<file path="src/rtl/egcd_pkg.sv">
// Shared types for the extended-GCD polynomial division sequencer.
package egcd_pkg;

    localparam int unsigned DEG_W = 11;

    typedef logic [DEG_W-1:0] deg_t;

    localparam deg_t MAXDEG_DEFAULT = 11'd676;

    typedef enum logic [2:0] {
        IDLE,
        CLR,
        CHK,
        FRAC,
        QWR,
        SUB,
        DONE,
        ERR
    } state_t;

endpackage

</file>
<file path="src/rtl/egcd_wdog.sv">
// Wait-state watchdog: counts cycles spent in one wait state and flags the limit.
module egcd_wdog #(
    parameter int unsigned LIMIT = 4096
) (
    input  logic clk,
    input  logic rst_n,
    input  logic active,
    input  logic restart,
    output logic timeout_c
);

    localparam int unsigned CNT_W = $clog2(LIMIT + 1);

    logic [CNT_W-1:0] cnt;

    // Counter restarts on every state change, so each wait state gets a fresh budget.
    always_ff @(posedge clk or negedge rst_n) begin
        if (!rst_n) begin
            cnt <= '0;
        end else if (restart || !active) begin
            cnt <= '0;
        end else begin
            cnt <= cnt + CNT_W'(1);
        end
    end

    assign timeout_c = active && (cnt == CNT_W'(LIMIT - 1));

endmodule

</file>
<file path="src/rtl/egcd_div_seq.sv">
// Polynomial division sequencer for the extended-GCD datapath.
// Optional wait-state watchdog is enabled by defining WATCHDOG_EN.
module egcd_div_seq
    import egcd_pkg::*;
#(
    parameter deg_t        MAXDEG   = MAXDEG_DEFAULT,
    parameter int unsigned WD_LIMIT = 4096
) (
    input  logic clk,
    input  logic rst_n,
    input  logic start,
    input  deg_t deg_n,
    input  deg_t deg_d,
    input  logic lead_d_zero,
    output logic reset_start,
    input  logic reset_done,
    output logic frac_start,
    input  logic frac_done,
    output logic sub_start,
    input  logic sub_done,
    input  deg_t sub_deg,
    output logic q_we,
    output deg_t q_addr,
    output deg_t deg_q,
    output deg_t deg_r,
    output logic busy,
    output logic div_done,
    output logic err
);

    state_t state, state_nxt;
    deg_t   deg_d_q, deg_d_nxt;
    deg_t   deg_r_nxt, deg_q_nxt, q_addr_nxt;
    logic   err_nxt;
    logic   wd_timeout;

`ifdef WATCHDOG_EN
    logic wd_active;
    logic wd_restart;

    assign wd_active  = (state == CLR) || (state == FRAC) || (state == SUB);
    assign wd_restart = (state_nxt != state);

    egcd_wdog #(
        .LIMIT(WD_LIMIT)
    ) u_wdog (
        .clk      (clk),
        .rst_n    (rst_n),
        .active   (wd_active),
        .restart  (wd_restart),
        .timeout_c(wd_timeout)
    );
`else
    // WD_LIMIT has no effect without the watchdog; waits are unbounded.
    logic wd_unused;
    assign wd_unused  = (WD_LIMIT == 0);
    assign wd_timeout = 1'b0;
`endif

    // Next state; a done seen while its own start pulse is still high is ignored.
    always_comb begin
        state_nxt  = state;
        deg_r_nxt  = deg_r;
        deg_d_nxt  = deg_d_q;
        deg_q_nxt  = deg_q;
        q_addr_nxt = q_addr;
        err_nxt    = err;
        case (state)
            IDLE: begin
                if (start) begin
                    deg_r_nxt = deg_n;
                    deg_d_nxt = deg_d;
                    deg_q_nxt = '0;
                    err_nxt   = 1'b0;
                    state_nxt = (lead_d_zero || (deg_n > MAXDEG) || (deg_d > MAXDEG)) ? ERR : CLR;
                end
            end
            CLR: begin
                if (reset_done && !reset_start) state_nxt = CHK;
            end
            CHK: begin
                state_nxt = (deg_r >= deg_d_q) ? FRAC : DONE;
            end
            FRAC: begin
                if (frac_done && !frac_start) begin
                    state_nxt  = QWR;
                    q_addr_nxt = deg_r - deg_d_q;
                end
            end
            QWR: begin
                state_nxt = SUB;
                // The first write has the highest index, which is the quotient degree.
                if (q_addr > deg_q) deg_q_nxt = q_addr;
            end
            SUB: begin
                if (sub_done && !sub_start) begin
                    deg_r_nxt = sub_deg;
                    state_nxt = (sub_deg >= deg_r) ? ERR : CHK;
                end
            end
            DONE:    state_nxt = IDLE;
            ERR:     state_nxt = IDLE;
            default: state_nxt = IDLE;
        endcase
        if (wd_timeout) state_nxt = ERR;
        if (state_nxt == ERR) err_nxt = 1'b1;
    end

    // State, degree registers and registered outputs.
    always_ff @(posedge clk or negedge rst_n) begin
        if (!rst_n) begin
            state       <= IDLE;
            deg_r       <= '0;
            deg_d_q     <= '0;
            deg_q       <= '0;
            q_addr      <= '0;
            q_we        <= 1'b0;
            reset_start <= 1'b0;
            frac_start  <= 1'b0;
            sub_start   <= 1'b0;
            busy        <= 1'b0;
            div_done    <= 1'b0;
            err         <= 1'b0;
        end else begin
            state       <= state_nxt;
            deg_r       <= deg_r_nxt;
            deg_d_q     <= deg_d_nxt;
            deg_q       <= deg_q_nxt;
            q_addr      <= q_addr_nxt;
            q_we        <= (state_nxt == QWR);
            reset_start <= (state_nxt == CLR)  && (state != CLR);
            frac_start  <= (state_nxt == FRAC) && (state != FRAC);
            sub_start   <= (state_nxt == SUB)  && (state != SUB);
            busy        <= (state_nxt != IDLE);
            div_done    <= (state_nxt == DONE) || (state_nxt == ERR);
            err         <= err_nxt;
        end
    end

endmodule

</file>
<file path="config.mk">
export PLATFORM = sky130hd
export DESIGN_NAME = egcd_div_seq
export DESIGN_NICKNAME = d
export VERILOG_FILES = /design/src/rtl/egcd_pkg.sv /design/src/rtl/egcd_wdog.sv /design/src/rtl/egcd_div_seq.sv
export SDC_FILE = /design/constraint.sdc
export NUM_CORES = 1
export LEC_CHECK = 0
export BUFFER_PORTS_ARGS = -buffer_cell sky130_fd_sc_hd__clkbuf_2
export CAP_MARGIN = 20
export CORE_ASPECT_RATIO = 1.25
export CORE_MARGIN = 2
export CORE_UTILIZATION = 36
export CTS_CLUSTER_SIZE = 24
export DETAILED_ROUTE_END_ITERATION = 6
export PLACE_DENSITY_LB_ADDON = 0.2
export REMOVE_ABC_BUFFERS = 1
export SLEW_MARGIN = 20
export SYNTH_ARGS = -nofsm -noshare
export SYNTH_HDL_FRONTEND = slang
export SYNTH_HIERARCHICAL = 1
export SYNTH_SLANG_ARGS = --single-unit
export TNS_END_PERCENT = 5
</file>
<file path="constraint.sdc">
create_clock -name clk -period 3.2 [get_ports clk]
set_clock_uncertainty 0.1 [all_clocks]
set_input_delay 0.32 -clock clk [delete_from_list [all_inputs] [get_ports clk]]
set_output_delay 0.32 -clock clk [all_outputs]
set_load 0.005 [all_outputs]
</file>
==> impl_metrics.csv <==
group,metric,value,unit
clock_network,cts-root-buf,"clkbuf_16",
synth,synth.most_common_cell,"dfrtp_1",
timing,hold_viol_final,0,
synth,synth_common_cells,"54 x dfrtp_1, 49 x nand2_1, 38 x inv_1",
synth,syn_area_per_cell,9.24,um^2
grt,antenna_found_initial,0,
synth,netlist_area,0.00336,mm^2
finish,final_core_util,44.6,%
route,drt_pass1_iterations,4,
critical_path,worstSetupPathType,"flip-flop to flip-flop",
critical_path,critPathMaxFanout,4,
clock_network,insertion_delay,0.29,ns
die,start_util,36.9,%
synth,netlist_instances,364,
grt,grt_pass1_vias,2832,
timing,tightest_slew,0.773,ns
die,core_area,0.00913,mm^2
timing,setup_viol,0,
clock_network,cts.sinks,54,
grt,grt_first_pass_wirelength,13.2,mm
place,port_buffers,79,
synth,synth-simple-area-share,14.4,%
min_path,hp-class,"input pin to flip-flop",
critical_path,critPathCaptureType,"flip-flop",
route,wl_met3,258,um
pwr,vdd_drop_max,0.000377,V
finish,area_growth,20.9,%
clock_network,clk_path_buf_depth,2,
synth,ys_seq_area_share,40.2,%
finish,fill_cells,924,
critical_path,cp_num_buf_inv,1,
synth,synth_top_family_by_area,"compound AO/OA/AOI/OAI gates",
die,io_pins,80,
timing,period_minus_slack,2.46,ns
synth,yosys.area.top_type_share,40.2,%
synth,synth_warnings,6,
finish,n_antenna_cell,0,
route,num_vias,2774,
die,die-area,0.0101,mm^2
critical_path,worst_ep_arrival_time,2.51,ns
synth,synth_top_cell_by_area,"dfrtp_1",
synth,synth_compound_area_share,15.2,%
outcome,status,"completed",
finish,drive_above_1_share,25.3,%
route,detail-route-antenna-nets,0,
critical_path,path_cells,"inv_1 -> ha_1 -> a21o_1 -> a31oi_1 -> o21ai_0 -> a311oi_2 -> o311a_1 -> nand4_1",
route,vias_per_cell,4.87,
clock_network,post-cts-setup-buffers,0,
clock_network,htreeDepth,2,
critical_path,crit_family,"compound AO/OA/AOI/OAI gates",
timing,fmax,407,MHz
pwr,finalPower,4040,uW
synth,synthMuxAreaShare,10.2,%
critical_path,required,3.25,ns
place,dp_hpwl,6.39,mm
pwr,powerDensity,994,mW/mm^2
synth,synthArstFlopShare,100,%
clock_network,hold_buffers,1,
route,drt_wl_total,7.91,mm
synth,synth_edf_count,0,
grt,overflow,0,
synth,synth_fa_ha_area_share,12.9,%
clock_network,cts_resized,0,
synth,synth-main-ff-cell,"dfrtp_1",
timing,worst_hold_slack,0.175,ns
route,met2WireLength,4.11,mm
route,dr.first_iter.drc_count,96,
grt,gr-usage-all-layers,16.2,%
critical_path,worst_path_largest_cell_delay,0.47,ns
timing,period_share,76.8,%
route,drt-met1-wl,3.45,mm
route,route.detailed.drc,0,
place,gp_congestion,0.858,
die,core.rowCount,39,
route,highest_layer,"met4",
grt,grt_max_degree,45,
clock_network,cts_buffers,5,
clock_network,cts_tree,"built",
synth,ys_ff_latch,54,
finish,fin_nets,520,
die,die_h,112,um
pwr,power_leakage,0.00205,uW
route,wire_per_inst,13.9,um
synth,synth_area_leaders,"dfrtp_1 40%, ha_1 12%, mux2i_1 6.5%",
critical_path,cp-start-kind,"flip-flop",
die,die_w,90.5,um
critical_path,worst_path_max_delay_cell,"a311oi_2",
timing,maxSlewHeadroom,48.3,%
synth,synthDistinctLibCells,43,
timing,grt_setup_unrepaired,"no",
clock_network,cts.clk_slew.worst_paths,0.08,ns
timing,fin_setup_tns,0,ns
timing,slew_violations,0,
synth,synth_xor_area_share,1.56,%
flow_run,max_cap_violations,0,
[power by group]
| group | internal, uW | switching [uW] | total [uW] |
|---|---|---|---|
| clock network | 295 | 256 | 550 |
| registers | 964 | 266 | 1230 |
| logic | 1010 | 1250 | 2260 |
[layout make-up]
type	count	area (um^2)	share of cell area, %
Clock buffer	5	125	3.08
Clock inverter	3	25.0	0.615
Inverter	38	143	3.51
Multi-Input combinational cell	262	1830	44.9
Sequential cell	54	1350	33.2
Tap cell	123	154	3.78
Timing Repair Buffer	85	443	10.9
[metal layers]
layer | GRT usage, % | vias to the layer above
li1 | - | 1424
met2 | 30.0 | 67
met4 | 5.03 | 0
met5 | 0 | -
met1 | 19.1 | 1277
met3 | 2.48 | 6
[stage by stage]
step	cells	setup slack (ns)	cell area, um^2
2_1_floorplan	354	0.868	3320
3_3_place_gp	561	0.590	3900
3_5_place_dp	561	0.742	3910
4_1_cts	570	0.708	4070
5_1_grt	570	0.609	4070
6_report	570	0.741	4070
[final timing paths]
path                            start  cells past startpoint         end  slack, ns
setup / recovery             deg_r[1]                      8        busy       0.74
hold / removal               deg_d[2]                      2  deg_d_q[2]       0.17
setup reg to reg             deg_r[1]                      8        busy       0.74
hold reg to reg            deg_d_q[3]                      1  deg_d_q[3]       0.41
max in group asynchronous       rst_n                      3  deg_d_q[1]       1.82
min in group asynchronous       rst_n                      2    deg_q[5]       0.33
[logic make-up (layout without fill, tap and decap cells)]
logic type | count (synthesis) | after routing
xor+xnor | 6 | 6
simple gates | 107 | 107
fa+ha+maj | 34 | 34
compound gates | 82 | 82
buf+inv | 48 | 131
flops | 54 | 54
mux | 33 | 33
[cell usage in the layout, fill, tap and decap left out, types with 7 or more instances in the layout]
cell type / instances
ha_1: 33
a21oi_1: 32
o31ai_1: 7
mux2_2: 11
o21ai_0: 18
nand2_1: 49
nor2_1: 21
clkbuf_2: 79
mux2i_1: 22
inv_1: 38
dfrtp_1: 54
[state kept, by name, summed over array words and instances, names as in the netlist, 3 cells and up]
register and flops:
deg_d_q 11, deg_q 11, deg_r 11, q_addr 11, state 3
No activity file was read; power rests on OpenSTA's default activity.
